## config.mk

```make
export PLATFORM = sky130hd
export DESIGN_NAME = svc_scheduler
export DESIGN_NICKNAME = d
export VERILOG_FILES = /design/src/rtl/svc_scheduler.sv
export SDC_FILE = /design/constraint.sdc
export NUM_CORES = 1
export LEC_CHECK = 0
export ABC_AREA = 1
export BUFFER_PORTS_ARGS = -buffer_cell sky130_fd_sc_hd__buf_2
export CAP_MARGIN = 20
export CORE_ASPECT_RATIO = 1.75
export CORE_MARGIN = 4
export CORE_UTILIZATION = 52
export CTS_CLUSTER_DIAMETER = 200
export CTS_CLUSTER_SIZE = 10
export DETAILED_ROUTE_END_ITERATION = 7
export MAX_ROUTING_LAYER = met4
export PLACE_DENSITY_LB_ADDON = 0.15
export SETUP_SLACK_MARGIN = 0.3
export SLEW_MARGIN = 15
export SYNTH_ARGS = -nofsm -noshare
export SYNTH_HDL_FRONTEND = slang
export SYNTH_SLANG_ARGS = --single-unit
export TNS_END_PERCENT = 30
```

## constraint.sdc

```tcl
create_clock -name clk -period 2 [get_ports clk]
set_input_delay 0.3 -clock clk [delete_from_list [all_inputs] [get_ports clk]]
set_output_delay 0.3 -clock clk [all_outputs]
set_load 0.005 [all_outputs]
```

## src/rtl/svc_scheduler.sv

```systemverilog
`default_nettype none
// +----------------------------------------------------------------------------+
// | Module   : svc_scheduler                                                   |
// | Purpose  : Two-class (VIP / normal) customer scheduler with anti-starvation |
// |            aging and round-robin assignment to idle service counters.     |
// | Revision : 1.0  initial release                                            |
// +----------------------------------------------------------------------------+
module svc_scheduler #(
  parameter int DT_SZ   = 4,
  parameter int CNTER   = 3,
  parameter int AGE_MAX = 3
) (
  input  logic             clk,
  input  logic             rst,
  input  logic             en,
  input  logic             v_emp,
  input  logic [DT_SZ-1:0] v_num,
  input  logic [DT_SZ-1:0] v_tim,
  output logic             v_re,
  input  logic             n_emp,
  input  logic [DT_SZ-1:0] n_num,
  input  logic [DT_SZ-1:0] n_tim,
  output logic             n_re,
  input  logic [CNTER-1:0] busy,
  output logic [CNTER-1:0] ld,
  output logic [DT_SZ-1:0] dn,
  output logic [DT_SZ-1:0] dt,
  output logic             src,
  output logic [3:0]       age,
  output logic [7:0]       drop_cnt
);

  localparam int         PTR_W     = $clog2(CNTER);
  localparam logic [3:0] c_AGE_SAT = 4'd15;
  localparam logic [3:0] c_AGE_MAX = 4'(AGE_MAX);
  localparam logic [PTR_W:0] c_CNTER = (PTR_W+1)'(CNTER);

  typedef enum logic [1:0] {
    ST_IDLE   = 2'd0,
    ST_LOAD   = 2'd1,
    ST_SETTLE = 2'd2
  } state_t;

  state_t           r_state;
  state_t           w_state_nxt;
  logic [PTR_W-1:0] r_rr_ptr;

  // Counter scan results
  logic             w_found;
  logic [PTR_W-1:0] w_k;
  logic [PTR_W:0]   w_scan;
  logic [PTR_W:0]   w_rr_sum;
  logic [PTR_W-1:0] w_rr_adv;
  logic [CNTER-1:0] w_ld_sel;

  // Source select and head mux
  logic             w_pick_n;
  logic             w_go;
  logic [DT_SZ-1:0] w_head_num;
  logic [DT_SZ-1:0] w_head_tim;
  logic [3:0]       w_age_inc;

  // Next values of the registered outputs
  logic             w_v_re_nxt;
  logic             w_n_re_nxt;
  logic [CNTER-1:0] w_ld_nxt;
  logic [DT_SZ-1:0] w_dn_nxt;
  logic [DT_SZ-1:0] w_dt_nxt;
  logic             w_src_nxt;
  logic [3:0]       w_age_nxt;
  logic [7:0]       w_drop_nxt;
  logic [PTR_W-1:0] w_rr_nxt;

  // Round-robin scan: first idle counter at or after rr_ptr, wrapping modulo CNTER
  always_comb begin
    w_found = 1'b0;
    w_k     = '0;
    w_scan  = '0;
    for (int i = 0; i < CNTER; i++) begin
      w_scan = {1'b0, r_rr_ptr} + (PTR_W+1)'(i);
      if (w_scan >= c_CNTER) begin
        w_scan = w_scan - c_CNTER;
      end
      if (!w_found && !busy[w_scan[PTR_W-1:0]]) begin
        w_found = 1'b1;
        w_k     = w_scan[PTR_W-1:0];
      end
    end
  end

  // Pointer advance past the chosen counter and its one-hot load strobe
  always_comb begin
    w_rr_sum = {1'b0, w_k} + (PTR_W+1)'(1);
    w_rr_adv = (w_rr_sum == c_CNTER) ? '0 : w_rr_sum[PTR_W-1:0];
    w_ld_sel = CNTER'(1) << w_k;
  end

  // Source choice: normal is forced once VIP has won AGE_MAX times in a row
  // while a normal customer was waiting; otherwise VIP whenever present.
  always_comb begin
    w_pick_n   = v_emp | (!n_emp && (age >= c_AGE_MAX));
    w_head_num = w_pick_n ? n_num : v_num;
    w_head_tim = w_pick_n ? n_tim : v_tim;
    w_age_inc  = (age == c_AGE_SAT) ? age : age + 4'd1;
    w_go       = en & w_found & (!v_emp | !n_emp);
  end

  // Next-state and next-output logic; pulses default low so they last one cycle
  always_comb begin
    w_state_nxt = r_state;
    w_v_re_nxt  = 1'b0;
    w_n_re_nxt  = 1'b0;
    w_ld_nxt    = '0;
    w_dn_nxt    = dn;
    w_dt_nxt    = dt;
    w_src_nxt   = src;
    w_age_nxt   = age;
    w_drop_nxt  = drop_cnt;
    w_rr_nxt    = r_rr_ptr;
    case (r_state)
      ST_IDLE: begin
        if (w_go) begin
          w_state_nxt = ST_LOAD;
          w_src_nxt   = !w_pick_n;
          w_dn_nxt    = w_head_num;
          w_dt_nxt    = w_head_tim;
          w_v_re_nxt  = !w_pick_n;
          w_n_re_nxt  = w_pick_n;
          w_rr_nxt    = w_rr_adv;
          // Zero-time customers are popped and counted but never loaded
          if (w_head_tim != '0) begin
            w_ld_nxt = w_ld_sel;
          end else begin
            w_drop_nxt = drop_cnt + 8'd1;
          end
          // Age counts VIP wins that bypassed a waiting normal customer
          if (w_pick_n || n_emp) begin
            w_age_nxt = 4'd0;
          end else begin
            w_age_nxt = w_age_inc;
          end
        end
      end
      ST_LOAD:   w_state_nxt = ST_SETTLE;
      ST_SETTLE: w_state_nxt = ST_IDLE;
      default:   w_state_nxt = ST_IDLE;
    endcase
  end

  // State register
  always_ff @(posedge clk or posedge rst) begin
    if (rst) begin
      r_state <= ST_IDLE;
    end else begin
      r_state <= w_state_nxt;
    end
  end

  // Registered outputs and round-robin pointer; reset cancels any pulse in flight
  always_ff @(posedge clk or posedge rst) begin
    if (rst) begin
      v_re     <= 1'b0;
      n_re     <= 1'b0;
      ld       <= '0;
      dn       <= '0;
      dt       <= '0;
      src      <= 1'b0;
      age      <= 4'd0;
      drop_cnt <= 8'd0;
      r_rr_ptr <= '0;
    end else begin
      v_re     <= w_v_re_nxt;
      n_re     <= w_n_re_nxt;
      ld       <= w_ld_nxt;
      dn       <= w_dn_nxt;
      dt       <= w_dt_nxt;
      src      <= w_src_nxt;
      age      <= w_age_nxt;
      drop_cnt <= w_drop_nxt;
      r_rr_ptr <= w_rr_nxt;
    end
  end

endmodule
`default_nettype wire

```

* After elaboration in Yosys (flattened, before gate mapping)
Cells that the tools add are included.
** Storage, ports and cells
- Register bits :: 30
- Input bits :: 24
- Output and inout port bits :: 26
- Word-level logic and storage cells :: 80
** Cells by class
- Add/sub/neg operators :: 8
- Magnitude comparators :: 7
- Equality and inequality tests :: 5
- Shifts and indexed selects :: 1
- Mux-type cells :: 29
- Bitwise operators :: 5
- Reduce and logical (&&, ||, !) cells :: 15
** Operators with widths (number)
- 2-bit 2-to-1 mux :: 8
- 4-bit 2-to-1 mux :: 4
- 1-bit 2-to-1 mux :: 10
- 2-bit by 3-bit < comparator with 1-bit output (second input constant) :: 3
- 3-bit 2-to-1 mux :: 3
- 8-bit by 1-bit adder with 8-bit output (second input constant) :: 1
- 2-bit by 1-bit adder with 3-bit output (second input constant) :: 2
- 1-bit binary-select mux with 2-bit select :: 3
- 3-bit by 2-bit greater-or-equal comparator with 1-bit output (second input constant) :: 2
- 1-bit zero test :: 6
- 3-bit AND reduction :: 2
- 2-bit subtractor (second input constant) :: 3
- 4-bit by 1-bit adder with 4-bit output (second input constant) :: 1
- 4-bit == test (second input constant) :: 1
- 4-bit by 2-bit greater-or-equal comparator with 1-bit output (second input constant) :: 1
- 2-bit case mux with 2 select lines :: 1
- 4-bit nonzero test :: 1
- 2-bit by 2-bit adder with 3-bit output (second input constant) :: 1
- 3-bit by 2-bit == test with 1-bit output (second input constant) :: 1
- 1-bit logical AND :: 3
- 1-bit by 2-bit << shifter with 3-bit output (first input constant) :: 1
- 1-bit AND :: 2
- 2-bit by 1-bit == test with 1-bit output (second input constant) :: 1
- 2-bit greater-or-equal comparator (second input constant) :: 1
- 7 further kinds :: 8

* Longest topological paths before layout
Gate-level depths: netlist of the first run.
- Depth after elaboration :: 15
- Depth in mapped cells :: 12
- Depth with buffers taken out :: 12

* Least setup slack after synthesis of the first run
OpenSTA, ideal clock, no wires.
- Path type :: register to register
- From :: register r_rr_ptr[0]
- To :: register drop_cnt[3]
- Library setup time :: 117 ps
- Arrival time :: 1572 ps
- Data required time :: 1883 ps
- Setup slack :: 311 ps
- Stages on the path, launching flop included :: 13
- Path buffers :: 1
- Period minus slack after synthesis :: 1689 ps
- Path through :: dfrtp_1 -> inv_1 -> ha_1 -> inv_2 -> nand2_2 -> nand3_2 -> nand2_2 -> nand3_4 -> nand2_8 -> inv_8 -> buf_8 -> nand3_1 -> nand2_1
** On the way
- Cells in the longest elaborated chain, start to end :: 14
- Elaborated cells on any way between the ends :: 28
- Those cells by class :: add/sub: 5; order compare: 3; mux: 12; bitwise: 2; reduce/logical: 6
** RTL lines
- start: declaration :: line 46 : logic [PTR_W-1:0] r_rr_ptr;
- start signal: assignment :: line 180 : r_rr_ptr <= w_rr_nxt;
- 2-bit by 1-bit adder with 3-bit output :: line 80 : w_scan = {1'b0, r_rr_ptr} + (PTR_W+1)'(i);
- 3-bit by 2-bit greater-or-equal comparator with 1-bit output / 2-bit subtractor (equally long branches) :: line 81, 82
- 2-bit 2-to-1 mux :: line 81 : if (w_scan >= c_CNTER) begin
- 1-bit binary-select mux with 2-bit select :: line 84 : if (!w_found && !busy[w_scan[PTR_W-1:0]]) begin
- 1-bit 2-to-1 mux (implied by the code) :: line 84
- 1-bit zero test :: line 84
- 1-bit logical AND :: line 84
- 1-bit 2-to-1 mux :: line 84
- 1-bit zero test :: line 84
- 1-bit logical AND :: line 84
- 1-bit 2-to-1 mux (*) :: line 84
- 1-bit AND (*) (2 in a row) :: line 105 : w_go = en & w_found & (!v_emp | !n_emp);
- 3-bit AND reduction (no line) (*)
- end signal: assignment :: line 179 : drop_cnt <= w_drop_nxt;
- end: declaration :: line 30 : output logic [7:0] drop_cnt
Every way passes the cells marked *; elsewhere a longest branch is shown, timed or not. The select of a mux whose other input is x is not followed.
A chain may end at the register's enable or synchronous reset.

* Final worst setup path of the first run
- From :: register r_rr_ptr[0]
- To :: register r_rr_ptr[0]
** On the way
- Cells in the longest elaborated chain, start to end :: 14
- Elaborated cells on any way between the ends :: 34
- Those cells by class :: add/sub: 6; order compare: 3; eq/ne: 1; mux: 16; bitwise: 2; reduce/logical: 6
** RTL lines (line)
- 2-bit by 1-bit adder with 3-bit output :: 80
- 3-bit by 2-bit greater-or-equal comparator with 1-bit output / 2-bit subtractor (equally long branches) :: 81, 82
- 2-bit 2-to-1 mux :: 81
- 1-bit binary-select mux with 2-bit select :: 84
- 1-bit 2-to-1 mux (implied by the code) :: 84
- 1-bit zero test :: 84
- 1-bit logical AND :: 84
- 1-bit 2-to-1 mux :: 84
- 1-bit zero test :: 84
- 1-bit logical AND :: 84
- 2-bit 2-to-1 mux / 1-bit 2-to-1 mux (equally long branches) :: 84
- 2-bit by 1-bit adder with 3-bit output / 1-bit AND (equally long branches) :: 93, 105
- 3-bit by 2-bit == test with 1-bit output / 1-bit AND (equally long branches) :: 94, 105
- 2-bit 2-to-1 mux / 2-bit AND reduction (equally long branches)
Parallel ways exist; a longest one is shown, timed or not. The select of a mux whose other input is x is not followed.

==> results.yml, run 1 <==
yosys:
  yosysTopAreaCell: "dfrtp_1"
  netlist_area_um2: 1762
  ys_seq_area_share_pct: 42.61
  synth_seq_cells: 30
  synth_area_leaders: "dfrtp_1 (43%), nand2_1 (16%), nand3_1 (7.7%), inv_1 (4.7%), ha_1 (3.6%)"
  syn-num-nets: 249
  syn_inst: 220
  syn_avg_cell_area_um2: 8.008
  synth_top_area_share_pct: 42.61
  yosys_warnings: 0
  synth_cell_types: 27
clocking:
  clock_latency_ns: 0.29
  cts-root-buf: "clkbuf_8"
  cts-buffers-inserted: 5
  h-tree-depth: 2
  cts.sinks: 30
  clk_pin_slew_ns: 0.07
  clock_path_buffers: 2
  cts_tree: "yes"
power:
  power_frac_clock_pct: 15.9
  peakVddDrop_mv: 0.8513
  p_leak_nw: 1.339
  switching_share_pct: 42.41
  p_sw_mw: 1.253
  combPwrFrac_pct: 53.9
  p_int_mw: 1.702
  power_frac_seq_pct: 30.1
  powerDensity_nw_per_um2: 1225
floorplan:
  fp.coreArea_um2: 3209
  die_x_um: 52
  ios: 50
  die_area_um2: 4420
  start_util_pct: 54.89
  rows: 27
  die_h_um: 85
routing:
  finalWirelength_mm: 4.645
  routed_via_density: 5.092
  drt_iter0_drc: 52
  post_drt_wl_per_cell_um: 13.78
  dr_total_vias: 1716
  ant_nets: 0
  drt-pass1-iter-count: 4
  post-route-drc-count: 0
setup_path:
  critPathMostFrequentCell: "nand3_1"
  cp_max_fo: 5
  critPathBufInv: 3
  worstPathRequired_ns: 2.18
  crit_family: "simple AND/OR/NAND/NOR gates"
  crit_type: "reg -> reg"
  cp-start-kind: "register"
  crit_chain: "buf_6 > ha_4 > inv_2 > nand3_1 > nand2_4 > buf_4 > nand3_1 > nand3_2 > nand2_1 > nand3_1 > nand2_1"
  critPathCaptureType: "register"
  slowest_stage: "dfrtp_1"
  crit_arrival_ns: 1.95
  max_stage_delay_ns: 0.40
  r2r_setup_slack_ns: 0.22
final_layout:
  synthToLayoutAreaGrowth_pct: 36.93
  fin_cells: 337
  antennaDiodeCount: 0
  nets: 323
  drive_gt1_share_pct: 39.80
  fillers: 252
timing:
  max-slew-margin-rel_pct: 73.94
  setup_slack_ns: 0.2224
  rsz0062_at_grt: "yes"
  fin_setup_tns_ns: 0
  worst_slew_pin_slew_ns: 0.3909
  finalCriticalPeriod_ns: 1.778
  slew_viol_final: 0
  timing.fmax_mhz: 562.6
  skew_ns: 0.008990
  finalHoldViolations: 0
  finalCritPeriodShare_pct: 88.88
  setup-violations-final: 0
global_routing:
  grt_use_total_pct: 23.84
  antenna_found_initial: 0
  grt_pass1_wl_mm: 7.714
  grt_overflow: 0
  grt_pass1_vias: 1714
  grt_start_max_net_pins: 31
placed_design:
  port_buffers: 49
  placedCellCount: 311
  pre_cts_slack_ns: 0.06155
  hpwlAfterDp_mm: 2.936
  gp_congestion: 0.8221
status:
  outcome: "finished clean"
hold_path:
  hold_path.class: "in -> async"
flow_run:
  maxCapViolations: 0
[state kept, by name (all words and copies together), names as in the netlist]
register  cells
drop_cnt      8
age           4
dn            4
dt            4
ld            3
r_rr_ptr      2
r_state       2
n_re          1
src           1
v_re          1
[cell usage after synthesis]
library cell / instances
inv_1: 22
nand2_4: 2
inv_2: 2
nor2_8: 1
buf_4: 1
inv_8: 1
nand2_2: 6
o21ai_2: 1
nand2_8: 1
buf_8: 1
ha_1: 5
xnor2_1: 1
a21oi_4: 1
nor3_1: 1
nor2_1: 15
xor2_1: 5
o21ai_0: 7
nand3_2: 4
nand3_1: 27
nand4_1: 2
dfrtp_1: 30
nand3_4: 2
nand2_1: 75
nor2_2: 3
nand3b_1: 2
o21a_1: 1
a21oi_1: 1
[logic make-up after synthesis]
family	after synthesis	synth area share, %
buffers and inverters	27	7.031
AO/OA/AOI/OAI	11	4.119
adder cells (fa/ha/maj)	5	3.551
AND/OR/NAND/NOR	141	39.70
flip-flops	30	42.61
XOR/XNOR	6	2.983
[final timing paths]
| check | from | end | cells past startpoint |
|---|---|---|---|
| worst max-delay path | r_rr_ptr[0] | r_rr_ptr[0] | 11 |
| worst min-delay path | rst | ld[2] | 3 |
| worst max register to register | r_rr_ptr[0] | r_rr_ptr[0] | 11 |
| worst min register to register | r_state[1] | r_state[1] | 1 |
| max in group asynchronous | rst | dt[3] | 3 |
| min in group clk | v_num[2] | dn[2] | 3 |
[timing repair]
item                                    in CTS  in global routing
endpoints found under the setup margin      28                 26
gates resized for setup                     15                 16
hold buffers                                 0                  0
buffers inserted                            12                  3
cloned                                       4                  0
pin swaps                                    8                 11
endpoints found under the hold margin        0                  0
[layout make-up]
class / instances / area [µm²] / area share [%]
clock inverters: 2 / 10.01 / 0.4149
multi-input cells: 165 / 1017 / 42.17
well taps: 43 / 53.80 / 2.230
repair inverters: 2 / 17.52 / 0.7261
clock buffers: 5 / 68.82 / 2.853
repair buffers: 65 / 385.4 / 15.98
inverters: 25 / 108.9 / 4.512
flip-flops and latches: 30 / 750.7 / 31.12
[layout by cell type, fill, tap and decap left out, types with 3 or more instances in the layout]
| cell | Yosys | layout |
|---|---|---|
| buf_2 | 0 | 49 |
| buf_4 | 1 | 13 |
| clkbuf_8 | 0 | 5 |
| dfrtp_1 | 30 | 30 |
| inv_1 | 22 | 19 |
| inv_2 | 2 | 4 |
| nand2_1 | 75 | 72 |
| nand2_2 | 6 | 6 |
| nand2_4 | 2 | 5 |
| nand3_1 | 27 | 24 |
| nand3_2 | 4 | 6 |
| nand3_4 | 2 | 3 |
| nor2_1 | 15 | 12 |
| nor2_2 | 3 | 5 |
| o21ai_0 | 7 | 6 |
| xor2_1 | 5 | 5 |
[power by group through the flow]
stage,registers (mW),clock network (mW),logic (mW)
global route,0.913,0.501,1.76
detailed placement,0.899,0,1.09
floorplan,0.909,0,0.777
CTS,0.887,0.476,1.41
global placement,0.896,0,1.08
finish,0.891,0.471,1.59
[worst reg2reg max path, stage by stage (launching register included)]
cell,delay (ns)
dfrtp_1,0.40
buf_6,0.14
ha_4,0.16
inv_2,0.06
nand3_1,0.14
nand2_4,0.15
buf_4,0.11
nand3_1,0.10
nand3_2,0.11
nand2_1,0.07
nand3_1,0.13
nand2_1,0.08
[routing by layer]
layer	wire, µm	GRT usage (%)	vias to the layer above
li1	-	-	850
met1	1636	25.74	790
met2	2563	40.09	62
met3	288	4.394	14
met4	157	12.41	0
met5	0	-	-
[through the flow]
step                      hold WS, ns  instance area, µm²  utilization, %  total power, mW
after floorplan                0.3908                1762               -            1.686
after global placement         0.3924                2046           63.74            1.975
after detailed placement       0.3969                2046           63.74            1.994
after CTS                     0.08541                2336           72.79            2.777
after global routing           0.1420                2412           75.17            3.173
final                         0.07609                2412           75.17            2.955
No activity file was read; power rests on OpenSTA's default activity.
==> run 2: changes to the inputs <==
--- a/config.mk
+++ b/config.mk
@@ -6,10 +6,9 @@
 export NUM_CORES = 1
 export LEC_CHECK = 0
 export ABC_AREA = 1
-export BUFFER_PORTS_ARGS = -buffer_cell sky130_fd_sc_hd__buf_2
-export CAP_MARGIN = 20
+export BUFFER_PORTS_ARGS = -buffer_cell sky130_fd_sc_hd__buf_4
 export CORE_ASPECT_RATIO = 1.75
-export CORE_MARGIN = 4
+export CORE_MARGIN = 5
 export CORE_UTILIZATION = 52
 export CTS_CLUSTER_DIAMETER = 200
 export CTS_CLUSTER_SIZE = 10
==> results.yml, run 2 (same netlist as run 1, synthesis figures left out) <==
status:
  outcome: "finished clean"
timing:
  skew_ns: 0.009172
  finalHoldViolations: 0
  setup_slack_ns: 0.1898
  whs_ns: 0.09757
  setup-violations-final: 0
  worst_slew_pin_slew_ns: 0.3931
  fin_setup_tns_ns: 0
  slew_viol_final: 0
  timing.fmax_mhz: 552.4
  rsz0062_at_grt: "yes"
  finalCritPeriodShare_pct: 90.51
  finalCriticalPeriod_ns: 1.810
  max-slew-margin-rel_pct: 73.79
clocking:
  clock_path_buffers: 2
  cts-root-buf: "clkbuf_8"
  cts_tree: "yes"
  cts.sinks: 30
  clk_pin_slew_ns: 0.07
  cts-buffers-inserted: 5
  h-tree-depth: 2
  clock_latency_ns: 0.29
  hold_buffers: 0
global_routing:
  grt_overflow: 0
  grt_pass1_vias: 1801
  grt_pass1_wl_mm: 7.900
  grt_start_max_net_pins: 31
  grt_use_total_pct: 24.26
  antenna_found_initial: 0
routing:
  finalWirelength_mm: 5.147
  routed_via_density: 5.253
  dr_total_vias: 1786
  drt-pass1-iter-count: 4
  drt_iter0_drc: 64
  post_drt_wl_per_cell_um: 15.14
  ant_nets: 0
  post-route-drc-count: 0
flow_run:
  maxCapViolations: 0
final_layout:
  drive_gt1_share_pct: 43.05
  antennaDiodeCount: 0
  mostFrequentLayoutCells: "nand2_1 (65), buf_4 (62), dfrtp_1 (29), nand3_1 (22), inv_1 (20)"
  nets: 324
  mostFrequentLayoutCell: "nand2_1"
  largest_reg_flops: 8
  fillers: 237
  fin_cells: 340
  synthToLayoutAreaGrowth_pct: 47.23
  max_flop_register: "drop_cnt"
setup_path:
  max_stage_delay_ns: 0.40
  worstPathRequired_ns: 2.17
  cp_max_fo: 6
  critPathBufInv: 1
  crit_chain: "ha_2 > nor2_2 > nand2_2 > nand2_4 > nand2_8 > buf_8 > nand2_2 > nand2_4 > nand2_4 > nor2_8 > nand3_1 > nand2_1"
  crit_arrival_ns: 1.98
  cp-start-kind: "register"
  critPathCaptureType: "register"
  slowest_stage: "dfrtp_1"
  critPathMostFrequentCell: "nand2_4"
  crit_type: "reg -> reg"
  crit_family: "simple AND/OR/NAND/NOR gates"
  r2r_setup_slack_ns: 0.19
floorplan:
  die_x_um: 54
  rows: 28
  ios: 50
  fp.coreArea_um2: 3328
  start_util_pct: 52.93
  die_h_um: 87
  die_area_um2: 4698
placed_design:
  pre_cts_slack_ns: 0.08581
  hpwlAfterDp_mm: 3.119
  gp_congestion: 0.8005
  placedCellCount: 313
  port_buffers: 49
power:
  powerDensity_nw_per_um2: 1184
  total_power_mw: 3.072
  peakVddDrop_mv: 0.8927
  p_leak_nw: 1.388
hold_path:
  hold_path.class: "in -> async"
[run 2: cell types whose count changed in the layout (fill, tap and decap cells not counted), sizes merged]
| cell | change |
|---|---|
| buf | +1 |
[run 2: worst reg2reg max path: stages, from the launching register on]
cell and delay [ns]:
dfrtp_1 0.40, ha_2 0.19, nor2_2 0.12, nand2_2 0.10, nand2_4 0.13, nand2_8 0.08
buf_8 0.15, nand2_2 0.09, nand2_4 0.07, nand2_4 0.12, nor2_8 0.07, nand3_1 0.09
nand2_1 0.08
[run 2: worst paths after layout]
check | cells after the start | to | from
worst max-delay path | 12 | drop_cnt[1] | age[0]
worst min-delay path | 3 | dn[3] | rst
worst max register to register | 12 | drop_cnt[1] | age[0]
worst min register to register | 1 | r_state[1] | r_state[1]
max in group asynchronous | 3 | r_rr_ptr[0] | rst
min in group clk | 3 | dn[3] | n_num[3]
[run 2: final cells by class]
type                            count  area (µm²)  area share [%]
Multi-Input combinational cell    165        1057           40.76
Sequential cell                    30       752.0           28.99
Timing Repair Buffer               66       523.0           20.16
Inverter                           25       108.9           4.197
Clock buffer                        5       68.82           2.653
Tap cell                           45       56.30           2.171
Timing Repair inverter              2       17.52          0.6753
Clock inverter                      2       10.01          0.3859
[run 2: report_power, final]
| part | total [mW] | leakage, nW | switching, mW | internal (mW) |
|---|---|---|---|---|
| Clock | 0.476 | 0.0438 | 0.243 | 0.233 |
| Combinational | 1.69 | 0.951 | 0.916 | 0.771 |
| Sequential | 0.909 | 0.393 | 0.122 | 0.787 |
[run 2: stage by stage]
step | util (%) | instance area, µm²
2_1_floorplan | - | 1762
6_report | 77.93 | 2594
4_1_cts | 76.09 | 2532
5_1_grt | 77.93 | 2594
3_5_place_dp | 65.23 | 2171
3_3_place_gp | 65.23 | 2171
[run 2: per-layer routing]
layer  wire, µm  vias up  track usage, %
li1           -      853               -
met1       1845      847           23.39
met2       2881       69           42.94
met3        236       17           3.431
met4        183        0           15.19
met5          0        -               -
[run 2: what timing repair did]
action / CTS / global route
setup buffers: 15 / 1
setup endpoints to repair: 23 / 25
pin swaps: 23 / 21
gates cloned: 4 / 0
gates resized for setup: 34 / 11
hold endpoints to repair: 0 / 0
